--- src/rtl/fft_pkg.sv ---
// Shared FFT pipeline constants and the bundle-feeder state type.
package fft_pkg;

   localparam int WIDTH  = 9;
   localparam int DEPTH  = 16;
   localparam int OFFSET = DEPTH / 2;

   typedef enum logic {
      FILL = 1'b0,
      FULL = 1'b1
   } feed_state_e;

endpackage

--- src/rtl/bf2_bundle_feeder.sv ---
// Serial-to-bundle feeder for the radix-2 butterfly: collects DEPTH samples into
// a fill bank, then hands them to a registered output bank for the butterfly.
module bf2_bundle_feeder #(
   parameter int WIDTH = fft_pkg::WIDTH,
   parameter int DEPTH = fft_pkg::DEPTH
) (
   input  logic                          clk,
   input  logic                          rst_n,
   input  logic                          s_valid,
   output logic                          s_ready,
   input  logic signed [WIDTH-1:0]       s_R,
   input  logic signed [WIDTH-1:0]       s_Q,
   input  logic                          s_last,
   output logic                          m_valid,
   input  logic                          m_ready,
   output logic [DEPTH-1:0][WIDTH-1:0]   m_R,
   output logic [DEPTH-1:0][WIDTH-1:0]   m_Q,
   output logic                          m_en,
   output logic                          m_last
);
   import fft_pkg::*;

   localparam int IW = $clog2(DEPTH);
   localparam logic [IW-1:0] LAST_IDX = IW'(DEPTH - 1);

   feed_state_e                 state_q, state_d;
   logic [IW-1:0]               idx_q, idx_d;
   logic [DEPTH-1:0][WIDTH-1:0] fill_r_q, fill_r_d, fill_i_q, fill_i_d;
   logic                        fill_last_q, fill_last_d;
   logic [DEPTH-1:0][WIDTH-1:0] out_r_q, out_r_d, out_i_q, out_i_d;
   logic                        out_valid_q, out_valid_d;
   logic                        out_last_q, out_last_d;

   logic                        accept_s, complete_s, m_en_s;
   logic [DEPTH-1:0][WIDTH-1:0] bank_r_s, bank_i_s;

   assign s_ready = (state_q == FILL);
   assign m_en_s  = out_valid_q && m_ready;
   assign m_en    = m_en_s;
   assign m_valid = out_valid_q;
   assign m_last  = out_last_q;
   assign m_R     = out_r_q;
   assign m_Q     = out_i_q;

   // Next-state: lane writes, bundle completion and fill-to-output transfer.
   always_comb begin
      state_d     = state_q;
      idx_d       = idx_q;
      fill_r_d    = fill_r_q;
      fill_i_d    = fill_i_q;
      fill_last_d = fill_last_q;
      out_r_d     = out_r_q;
      out_i_d     = out_i_q;
      out_last_d  = out_last_q;
      out_valid_d = out_valid_q && !m_en_s;

      accept_s   = s_valid && (state_q == FILL);
      complete_s = accept_s && (s_last || (idx_q == LAST_IDX));
      bank_r_s   = fill_r_q;
      bank_i_s   = fill_i_q;
      if (accept_s) begin
         bank_r_s[idx_q] = s_R;
         bank_i_s[idx_q] = s_Q;
      end else begin
         bank_r_s = fill_r_q;
         bank_i_s = fill_i_q;
      end

      case (state_q)
         FILL: begin
            if (complete_s) begin
               idx_d = '0;
               // Fill bank is cleared on every transfer, so unused lanes after an early s_last are already zero.
               if (!out_valid_q || m_en_s) begin
                  out_r_d     = bank_r_s;
                  out_i_d     = bank_i_s;
                  out_last_d  = s_last;
                  out_valid_d = 1'b1;
                  fill_r_d    = '0;
                  fill_i_d    = '0;
                  fill_last_d = 1'b0;
               end else begin
                  fill_r_d    = bank_r_s;
                  fill_i_d    = bank_i_s;
                  fill_last_d = s_last;
                  state_d     = FULL;
               end
            end else if (accept_s) begin
               fill_r_d = bank_r_s;
               fill_i_d = bank_i_s;
               idx_d    = idx_q + IW'(1);
            end else begin
               idx_d = idx_q;
            end
         end
         FULL: begin
            if (m_en_s) begin
               out_r_d     = fill_r_q;
               out_i_d     = fill_i_q;
               out_last_d  = fill_last_q;
               out_valid_d = 1'b1;
               fill_r_d    = '0;
               fill_i_d    = '0;
               fill_last_d = 1'b0;
               state_d     = FILL;
            end else begin
               state_d = FULL;
            end
         end
         default: begin
            state_d = FILL;
         end
      endcase
   end

   // State register with asynchronous clear of both banks.
   always_ff @(posedge clk or negedge rst_n) begin
      if (!rst_n) begin
         state_q     <= FILL;
         idx_q       <= '0;
         fill_r_q    <= '0;
         fill_i_q    <= '0;
         fill_last_q <= 1'b0;
         out_r_q     <= '0;
         out_i_q     <= '0;
         out_valid_q <= 1'b0;
         out_last_q  <= 1'b0;
      end else begin
         state_q     <= state_d;
         idx_q       <= idx_d;
         fill_r_q    <= fill_r_d;
         fill_i_q    <= fill_i_d;
         fill_last_q <= fill_last_d;
         out_r_q     <= out_r_d;
         out_i_q     <= out_i_d;
         out_valid_q <= out_valid_d;
         out_last_q  <= out_last_d;
      end
   end

endmodule

--- config.mk ---
export PLATFORM = sky130hd
export DESIGN_NAME = bf2_bundle_feeder
export DESIGN_NICKNAME = d
export VERILOG_FILES = /design/src/rtl/fft_pkg.sv /design/src/rtl/bf2_bundle_feeder.sv
export SDC_FILE = /design/constraint.sdc
export NUM_CORES = 1
export LEC_CHECK = 0
export ABC_AREA = 1
export BUFFER_PORTS_ARGS = -buffer_cell sky130_fd_sc_hd__buf_2
export CORE_MARGIN = 4
export CORE_UTILIZATION = 65
export CTS_CLUSTER_SIZE = 16
export DETAILED_ROUTE_END_ITERATION = 10
export GPL_TIMING_DRIVEN = 0
export PLACE_DENSITY = 0.86
export SLEW_MARGIN = 25
export SYNTH_ARGS = -nofsm -noshare
export SYNTH_HDL_FRONTEND = slang
export SYNTH_SLANG_ARGS = --single-unit
--- constraint.sdc ---
create_clock -name clk -period 3.65 [get_ports clk]
set_input_delay 0.365 -clock clk [delete_from_list [all_inputs] [get_ports clk]]
set_output_delay 0.365 -clock clk [all_outputs]
set_load 0.1 [all_outputs]
; ---- Word-level counts from Yosys, hierarchy flattened
; Index checks and enable logic that the tools add are counted.
[op_classes]
n_reduce_logical = 14
n_bitwise = 1
n_mux = 41
eq_ne = 5
magnitude_cmp = 2
n_addsub = 1
[op_table]
columns = cell, n
row1 = $mux W144, 15
row2 = $pmux W144 S2, 4
row3 = $bwmux W144, 2
row4 = $demux W9 S4, 1
row5 = $mux W1, 12
row6 = $mux W9, 1
row7 = $mux W4, 2
row8 = $pmux W1 S2, 4
row9 = $ne A2 B1 Y1 const B, 3
row10 = $reduce_and A2 Y1, 3
row11 = $logic_and A1 B1 Y1, 5
row12 = $lt A4 B5 Y1 const B, 1
row13 = $add A4 B1 Y4 const B, 1
row14 = $eq A4 B4 Y1 const B, 1
row15 = $ge A4 B1 Y1 const B, 1
row16 = $ne A3 B1 Y1 const B, 1
row17 = $reduce_and A3 Y1, 1
row18 = $logic_not A1 Y1, 2
row19 = $logic_or A1 B1 Y1, 2
row20 = $reduce_bool A2 Y1, 1
row21 = $not A1 Y1, 1
[totals]
input_bits = 23
elab_cells = 133
out_inout_bits = 292
ff_bits = 584

; ---- Longest topological paths before layout
; Gate-level depths: netlist (run 1).
[logic_depth]
ltp_word = 9
ltp_mapped = 12
depth_no_buf = 10

; ---- Worst setup path after synthesis (run 1)
; OpenSTA, ideal clock, no wires.
[synth_timing]
path_type = register to register
startpoint = register out_valid_q, in the netlist m_valid
endpoint = register fill_r_q[100] (netlist bit)
t_arrival_ps = 2726
t_required_ps = 3533
n_path_buf = 3
period_less_slack_ps = 2842
path_stages_with_launch = 11
slack_ps = 808
setup_time_ps = 117
cell_sequence = dfrtp_1 -> nand2_1 -> inv_1 -> nand2_1 -> nand2_1 -> buf_2 -> inv_2 -> buf_2 -> clkbuf_1 -> nand2_1 -> nand2_1
[synth_via]
elab_chain_cells = 5
elab_cells_between_ends = 8
cone_classes = eq/ne (1) / mux (3) / reduce/logical (4)
[synth_rtl]
columns = item, line_no
row1 = from (decl), bf2_bundle_feeder.sv:31  ; logic out_valid_q, out_valid_d;
row2 = from (signal assigned), bf2_bundle_feeder.sv:136  ; out_valid_q <= out_valid_d;
row3 = $logic_and A1 B1 Y1 *, bf2_bundle_feeder.sv:38  ; assign m_en_s = out_valid_q && m_ready;
row4 = via m_en, bf2_bundle_feeder.sv:18  ; output logic m_en,
row5 = $logic_or A1 B1 Y1, bf2_bundle_feeder.sv:74  ; if (!out_valid_q || m_en_s) begin
row6 = $mux W144, bf2_bundle_feeder.sv:74
row7 = $mux W144, bf2_bundle_feeder.sv:71  ; if (complete_s) begin
row8 = $pmux W144 S2, bf2_bundle_feeder.sv:69  ; case (state_q)
row9 = to (signal assigned), bf2_bundle_feeder.sv:131  ; fill_r_q <= fill_r_d;
row10 = to (decl), bf2_bundle_feeder.sv:28  ; logic [DEPTH-1:0][WIDTH-1:0] fill_r_q, fill_r_d, fill_i_q, fill_i_d;
; The timed path passes the listed nets; every way through them passes the cells marked *.
; A chain may end at the register's enable or synchronous reset.

; ---- Final worst setup path (run 1)
[layout_timing]
startpoint = register state_q
endpoint = output s_ready
[layout_via]
elab_chain_cells = 1
[layout_rtl]
columns = item, line_no
row1 = from (decl), bf2_bundle_feeder.sv:26  ; feed_state_e state_q, state_d;
row2 = from (signal assigned), bf2_bundle_feeder.sv:129  ; state_q <= state_d;
row3 = $not A1 Y1 (no source line), n/a
row4 = to (decl), bf2_bundle_feeder.sv:10  ; output logic s_ready,
; No other way between the ends.

==> impl_metrics.tcl, run 1 <==
set metrics [dict create \
    status "finished clean" \
    max-cap-violations 0 \
    synth_fp_nets 5254 \
    yosysTopAreaCellShare_pct 44.3 \
    power.density_nw_per_um2 762 \
    min_path_type "input pin to flop" \
    ys.flop_type "dfrtp_1" \
    firstDrtPassIters 7 \
    grt.overflow.total 0 \
    critical_path_arrival_ns 3.05 \
    clockBufferDepth 3 \
    drcViolationCount 0 \
    holdPathEnd "fill_last_q" \
    fp.dieH_um 233 \
    design.die.area_um2 54400 \
    post-route-util_pct 74.9 \
    hold_violations 0 \
    avgRoutedWirePerCell_um 18.4 \
    grt_usage_pct 41.7 \
    numCtsBuffers 61 \
    tritoncts "built" \
    clkSlewWorstSetupHoldPaths_ns 0.07 \
    ff2ff_setup_slack_ns 0.73 \
    cp-end-kind "output port" \
    ys_seq_area_share_pct 44.3 \
    post_dp_cell_area_um2 35500 \
    yosysMostFrequentCell "nand2_1" \
    required_ns 3.28 \
    die_w_um 233 \
    antenna_found_initial 2 \
    drive_above_1_share_pct 10.7 \
    io_buffers 296 \
    clock_sinks 584 \
    grt_pass1_wl_um 178000 \
    initialDrtViolationCount 5119 \
    setup.worst_path.class "flop to output port" \
    cts.htree.levels 2 \
    setup_viol 0 \
    hold_path_depth 3 \
    cts_setup_buffers 0 \
    max-vdd-ir-drop_uv 1080 \
    synthTopCellsByArea "dfrtp_1 (44%), nand2_1 (37%), nor2_1 (5.9%), nand3_1 (4.6%), buf_2 (2.5%)" \
    routabilityCongestion 1.01 \
    worst_slew_margin_rel_pct 18.9 \
    num_rows 82 \
    root_buffer "clkbuf_16" \
    nNetsFinal 5620 \
    fin_crit_ns 3.41 \
    synthCells 5226 \
    startpoint_type "flop" \
    synthTopCellsByCount "nand2_1 (3274), dfrtp_1 (584), nor2_1 (522)" \
    async_flop_share_pct 100 \
    place_inst 6200 \
    fin_crit_sh_pct 93.5 \
    io_pins 315 \
    power_leakage_nw 23.0 \
    timing.rr.end "fill_r_q[5]" \
    dpl.hpwl_um 79700 \
    reg2reg_depth 8 \
    num_vias 35900 \
    wirelength_um 116000 \
    start_util_pct 65.8 \
    core-area_um2 50200 \
    grt_max_degree 94 \
    synthDistinctLibCells 23 \
    clock_latency_ns 0.64 \
    slew_violations 0 \
    hp-start "s_last" \
    cp_max_fo 10 \
    syn_area_um2 33000 \
    ys_seq_elements 584 \
    synth_edf_count 0 \
    power_w 0.0286 \
    rr_startpoint "idx_q[1]" \
    fin_skew_ns 0.0155 \
    worst_pin_slew_ns 1.22 \
    design_area_um2 37600 \
    area_delta_synth_final_pct 13.8 \
    rsz0062_at_grt "no" \
    viasPerCell 5.69 \
    yosysTopAreaCell "dfrtp_1" \
    fmax_ghz 0.293 \
    postRouteAntennaNets 0 \
    synth.avg_cell_area_um2 6.31 \
    final_cells 6318 \
    finalSetupTns_ns 0 \
    ys_warn_count 0 \
    grt_pass1_vias 32600 \
]
==> cell usage in the layout, fill, tap and decap left out, drive strengths merged <==
cell type    netlist  final
nand2           3276   3276
dfrtp            584    584
nor2             541    541
buf              203    505
nand3            303    303
clkbuf           142    223
inv               96     98
o21bai            63     63
clkinv             3     21
bufinv             0      7
diode              0      5
ha                 5      5
o21ai              4      4
clkinvlp           0      4
o22ai              2      2
a21oi              1      1
o21a               1      1
nor3               1      1
o31ai              1      1
dlygate4sd3        0      1
==> report_power, final <==
group          internal, W  leakage (nW)  switching, W  total, W
Combinational      0.00259          13.9        0.0109    0.0135
Sequential         0.00778          8.05      0.000914   0.00870
Clock              0.00374          1.01       0.00272   0.00646
Total               0.0141          23.0        0.0145    0.0286
==> how the worst max path moves through the flow <==
stage / from / end
3_5_place_dp: idx_q[0] / m_Q[7]
4_1_cts: state_q / s_ready
2_1_floorplan: m_valid / fill_r_q[100]
3_3_place_gp: rst_n / m_R[42]
6_report: state_q / s_ready
5_1_grt: state_q / s_ready
==> sequential cells by signal, summed over array words and instances, names as in the netlist, 4 cells and up <==
| signal | cells |
|---|---|
| m_Q | 144 |
| fill_r_q | 144 |
| idx_q | 4 |
| m_R | 144 |
| fill_i_q | 144 |
==> worst max-delay path, stage by stage (launching register included) <==
cell      delay [ns]
dfrtp_1         0.46
clkinv_1        0.16
clkbuf_1        0.80
clkbuf_1        0.45
buf_2           0.53
==> per-stage QoR <==
stage	setup slack (ns)	hold WS, ns
5_1_grt	0.285	0.0745
2_1_floorplan	0.808	0.0694
3_3_place_gp	-9.85	0.457
6_report	0.237	0.0623
4_1_cts	0.353	0.0403
3_5_place_dp	0.930	0.320
==> what timing repair did <==
item                                   4_1_cts  5_1_grt
endpoints found under the hold margin       65        0
hold buffers                                 1        0
resized for setup                            0        0
==> routing by layer <==
metal	GRT usage, %	vias to the layer above	routed length [µm]
li1	-	16500	-
met1	54.9	16300	42700
met2	62.2	2467	50000
met3	10.0	593	14900
met4	26.1	4	8370
met5	1.47	-	31
==> cells by family after synthesis <==
logic type / count (synthesis) / synth area share, %
fa+ha+maj: 5 / 0.190
flops: 584 / 44.3
compound gates: 72 / 1.59
buf+inv: 444 / 5.71
simple gates: 4121 / 48.2
==> area by class of cell <==
| cell class | instances | area (µm²) |
|---|---|---|
| Buffer | 345 | 1520 |
| Multi-Input combinational cell | 4198 | 16500 |
| Inverter | 99 | 372 |
| Clock buffer | 81 | 1690 |
| Fill cell | 4087 | 12600 |
| Tap cell | 672 | 841 |
| Sequential cell | 584 | 14600 |
| Timing Repair Buffer | 303 | 1670 |
| Clock inverter | 31 | 348 |
| Antenna cell | 5 | 12.5 |
(Power assumes the default switching activity.)
==> inputs of run 2 (changes only) <==
--- a/config.mk
+++ b/config.mk
@@ -8,11 +8,11 @@
 export ABC_AREA = 1
 export BUFFER_PORTS_ARGS = -buffer_cell sky130_fd_sc_hd__buf_2
 export CORE_MARGIN = 4
-export CORE_UTILIZATION = 65
+export CORE_UTILIZATION = 38
 export CTS_CLUSTER_SIZE = 16
 export DETAILED_ROUTE_END_ITERATION = 10
 export GPL_TIMING_DRIVEN = 0
-export PLACE_DENSITY = 0.86
+export PLACE_DENSITY = 0.55
 export SLEW_MARGIN = 25
 export SYNTH_ARGS = -nofsm -noshare
 export SYNTH_HDL_FRONTEND = slang
==> constraint.sdc (replaced) <==
create_clock -name clk -period 3.2 [get_ports clk]
set_input_delay 0.32 -clock clk [delete_from_list [all_inputs] [get_ports clk]]
set_output_delay 0.32 -clock clk [all_outputs]
set_load 0.1 [all_outputs]
==> impl_metrics.tcl, run 2 (synthesis results as in run 1) <==
set metrics [dict create \
    critical_path_arrival_ns 2.76 \
    num_rows 107 \
    pwr-share-comb_pct 45.1 \
    status "finished clean" \
    hold_violations 0 \
    grt_usage_pct 27.5 \
    clockBufferDepth 3 \
    p_int_w 0.0172 \
    clock_sinks 584 \
    required_ns 2.88 \
    grt_pass1_wl_um 192000 \
    tritoncts "built" \
    p_sw_w 0.0171 \
    seqPwrFrac_pct 28.9 \
    rr_startpoint "state_q" \
    initialDrtViolationCount 3327 \
    final_cells 6812 \
    postRouteAntennaNets 0 \
    fin_crit_sh_pct 96.2 \
    drcViolationCount 0 \
    area_delta_synth_final_pct 17.3 \
    viasPerCell 4.96 \
    max-cap-violations 0 \
    clock_power_share_pct 26.0 \
    sw_frac_of_total_pct 49.8 \
    worstPathCellList "clkinv_1 > clkbuf_2 > clkbuf_1 > buf_2" \
    ff2ff_setup_slack_ns 0.33 \
    crit_slowest_cell "buf_2" \
    max-vdd-ir-drop_uv 816 \
    multi_input_area_um2 16500 \
    startpoint "state_q" \
    reg2reg_depth 9 \
    setup_viol 0 \
    io_buffers 296 \
    die_w_um 303 \
    num_vias 33800 \
    avgRoutedWirePerCell_um 18.9 \
    ff_latch_area_um2 14600 \
    cts_setup_buffers 0 \
    place_inst 6674 \
    numCtsBuffers 72 \
    drive_above_1_share_pct 11.3 \
    dpl.hpwl_um 90900 \
    routabilityCongestion 0.913 \
    start_util_pct 38.5 \
    crit_path_end "s_ready" \
    firstDrtPassIters 6 \
    grt.overflow.total 0 \
    nFillCells 9140 \
    core-area_um2 85700 \
    clock_latency_ns 0.64 \
    wirelength_um 129000 \
    nNetsFinal 5633 \
    hold_ws_ns 0.0358 \
    layout_common_cells "nand2_1 (3274), dfrtp_1 (584), nor2_1 (522), buf_2 (465), nand3_1 (302)" \
    rsz0062_at_grt "no" \
    startpoint_type "flop" \
    power.density_nw_per_um2 885 \
    fin_crit_ns 3.08 \
    slew_violations 0 \
    worst_pin_slew_ns 1.19 \
    grt_max_degree 86 \
    final_common_cell "nand2_1" \
    timing.rr.end "m_Q[7]" \
    cpPeakStageDelay_ns 0.53 \
    cp-end-kind "output port" \
    antenna_found_initial 5 \
    fmax_ghz 0.325 \
    fin_skew_ns 0.0272 \
    power_leakage_nw 23.3 \
    fp.dieH_um 303 \
    clkSlewWorstSetupHoldPaths_ns 0.06 \
    io_pins 315 \
    min_path_type "input pin to flop" \
    grt_pass1_vias 30900 \
    root_buffer "clkbuf_16" \
    design.die.area_um2 91600 \
    cts.htree.levels 3 \
    worst_slew_margin_rel_pct 20.6 \
    setup.worst_path.class "flop to output port" \
    cp_max_fo 10 \
]
[run 2: cell type report]
| class | count | share of cell area [%] |
|---|---|---|
| tap | 1144 | 3.70 |
| antenna | 5 | 0.0323 |
| clock buffer | 93 | 5.30 |
| timing repair buffer | 305 | 4.40 |
| inverter | 99 | 0.960 |
| multi-input combinational | 4198 | 42.6 |
| sequential | 584 | 37.7 |
| buffer | 345 | 3.95 |
| clock inverter | 39 | 1.30 |
[run 2: worst max-delay path, delay by kind of cell, from the launching register on]
family	cells	cell delay (ns)
buffers and inverters	4	1.65
flip-flops	1	0.47
[run 2: metrics by stage]
stage,TNS (ns),power [W],setup slack [ns],area (µm²),util [%]
after floorplan,0,0.0214,0.358,33000,-
after global placement,-6621.92,0.0253,-11.46,35900,41.9
after detailed placement,0,0.0254,0.328,36100,42.2
after CTS,0,0.0343,0.151,38700,45.2
after global routing,0,0.0360,0.0174,38700,45.2
final,0,0.0343,0.122,38700,45.2
[run 2: repair_timing]
item                       CTS  global route
hold buffers                 1             0
hold endpoints to repair    49             0
setup endpoints to repair    1             0
resized for setup            1             0
[run 2: routing by layer]
layer | track usage [%] | routed length [µm] | up-vias
met3 | 4.81 | 9470 | 243
met1 | 38.0 | 56300 | 15700
met2 | 44.2 | 58600 | 1225
li1 | - | - | 16600
met4 | 8.53 | 4450 | 0
met5 | 0 | 0 | -
[run 2: power groups by stage]
| stage | clock [W] | combinational, W | sequential, W |
|---|---|---|---|
| finish | 0.00891 | 0.0155 | 0.00988 |
| global route | 0.00937 | 0.0166 | 0.0101 |
| CTS | 0.00905 | 0.0154 | 0.00987 |
| detailed placement | 0 | 0.0154 | 0.00997 |
| global placement | 0 | 0.0153 | 0.00998 |
| floorplan | 0 | 0.00600 | 0.0154 |
[run 2: how the worst min path moves through the flow]
stage / startpoint / endpoint / slack (ns) / cells after the start
after global placement: m_last / m_last / 0.46 / 2
after floorplan: rst_n / fill_i_q[0] / 0.02 / 0
after CTS: s_last / fill_last_q / 0.003 / 3
after global routing: s_last / fill_last_q / 0.06 / 3
final: s_last / fill_last_q / 0.04 / 3
after detailed placement: rst_n / m_R[141] / 0.32 / 1
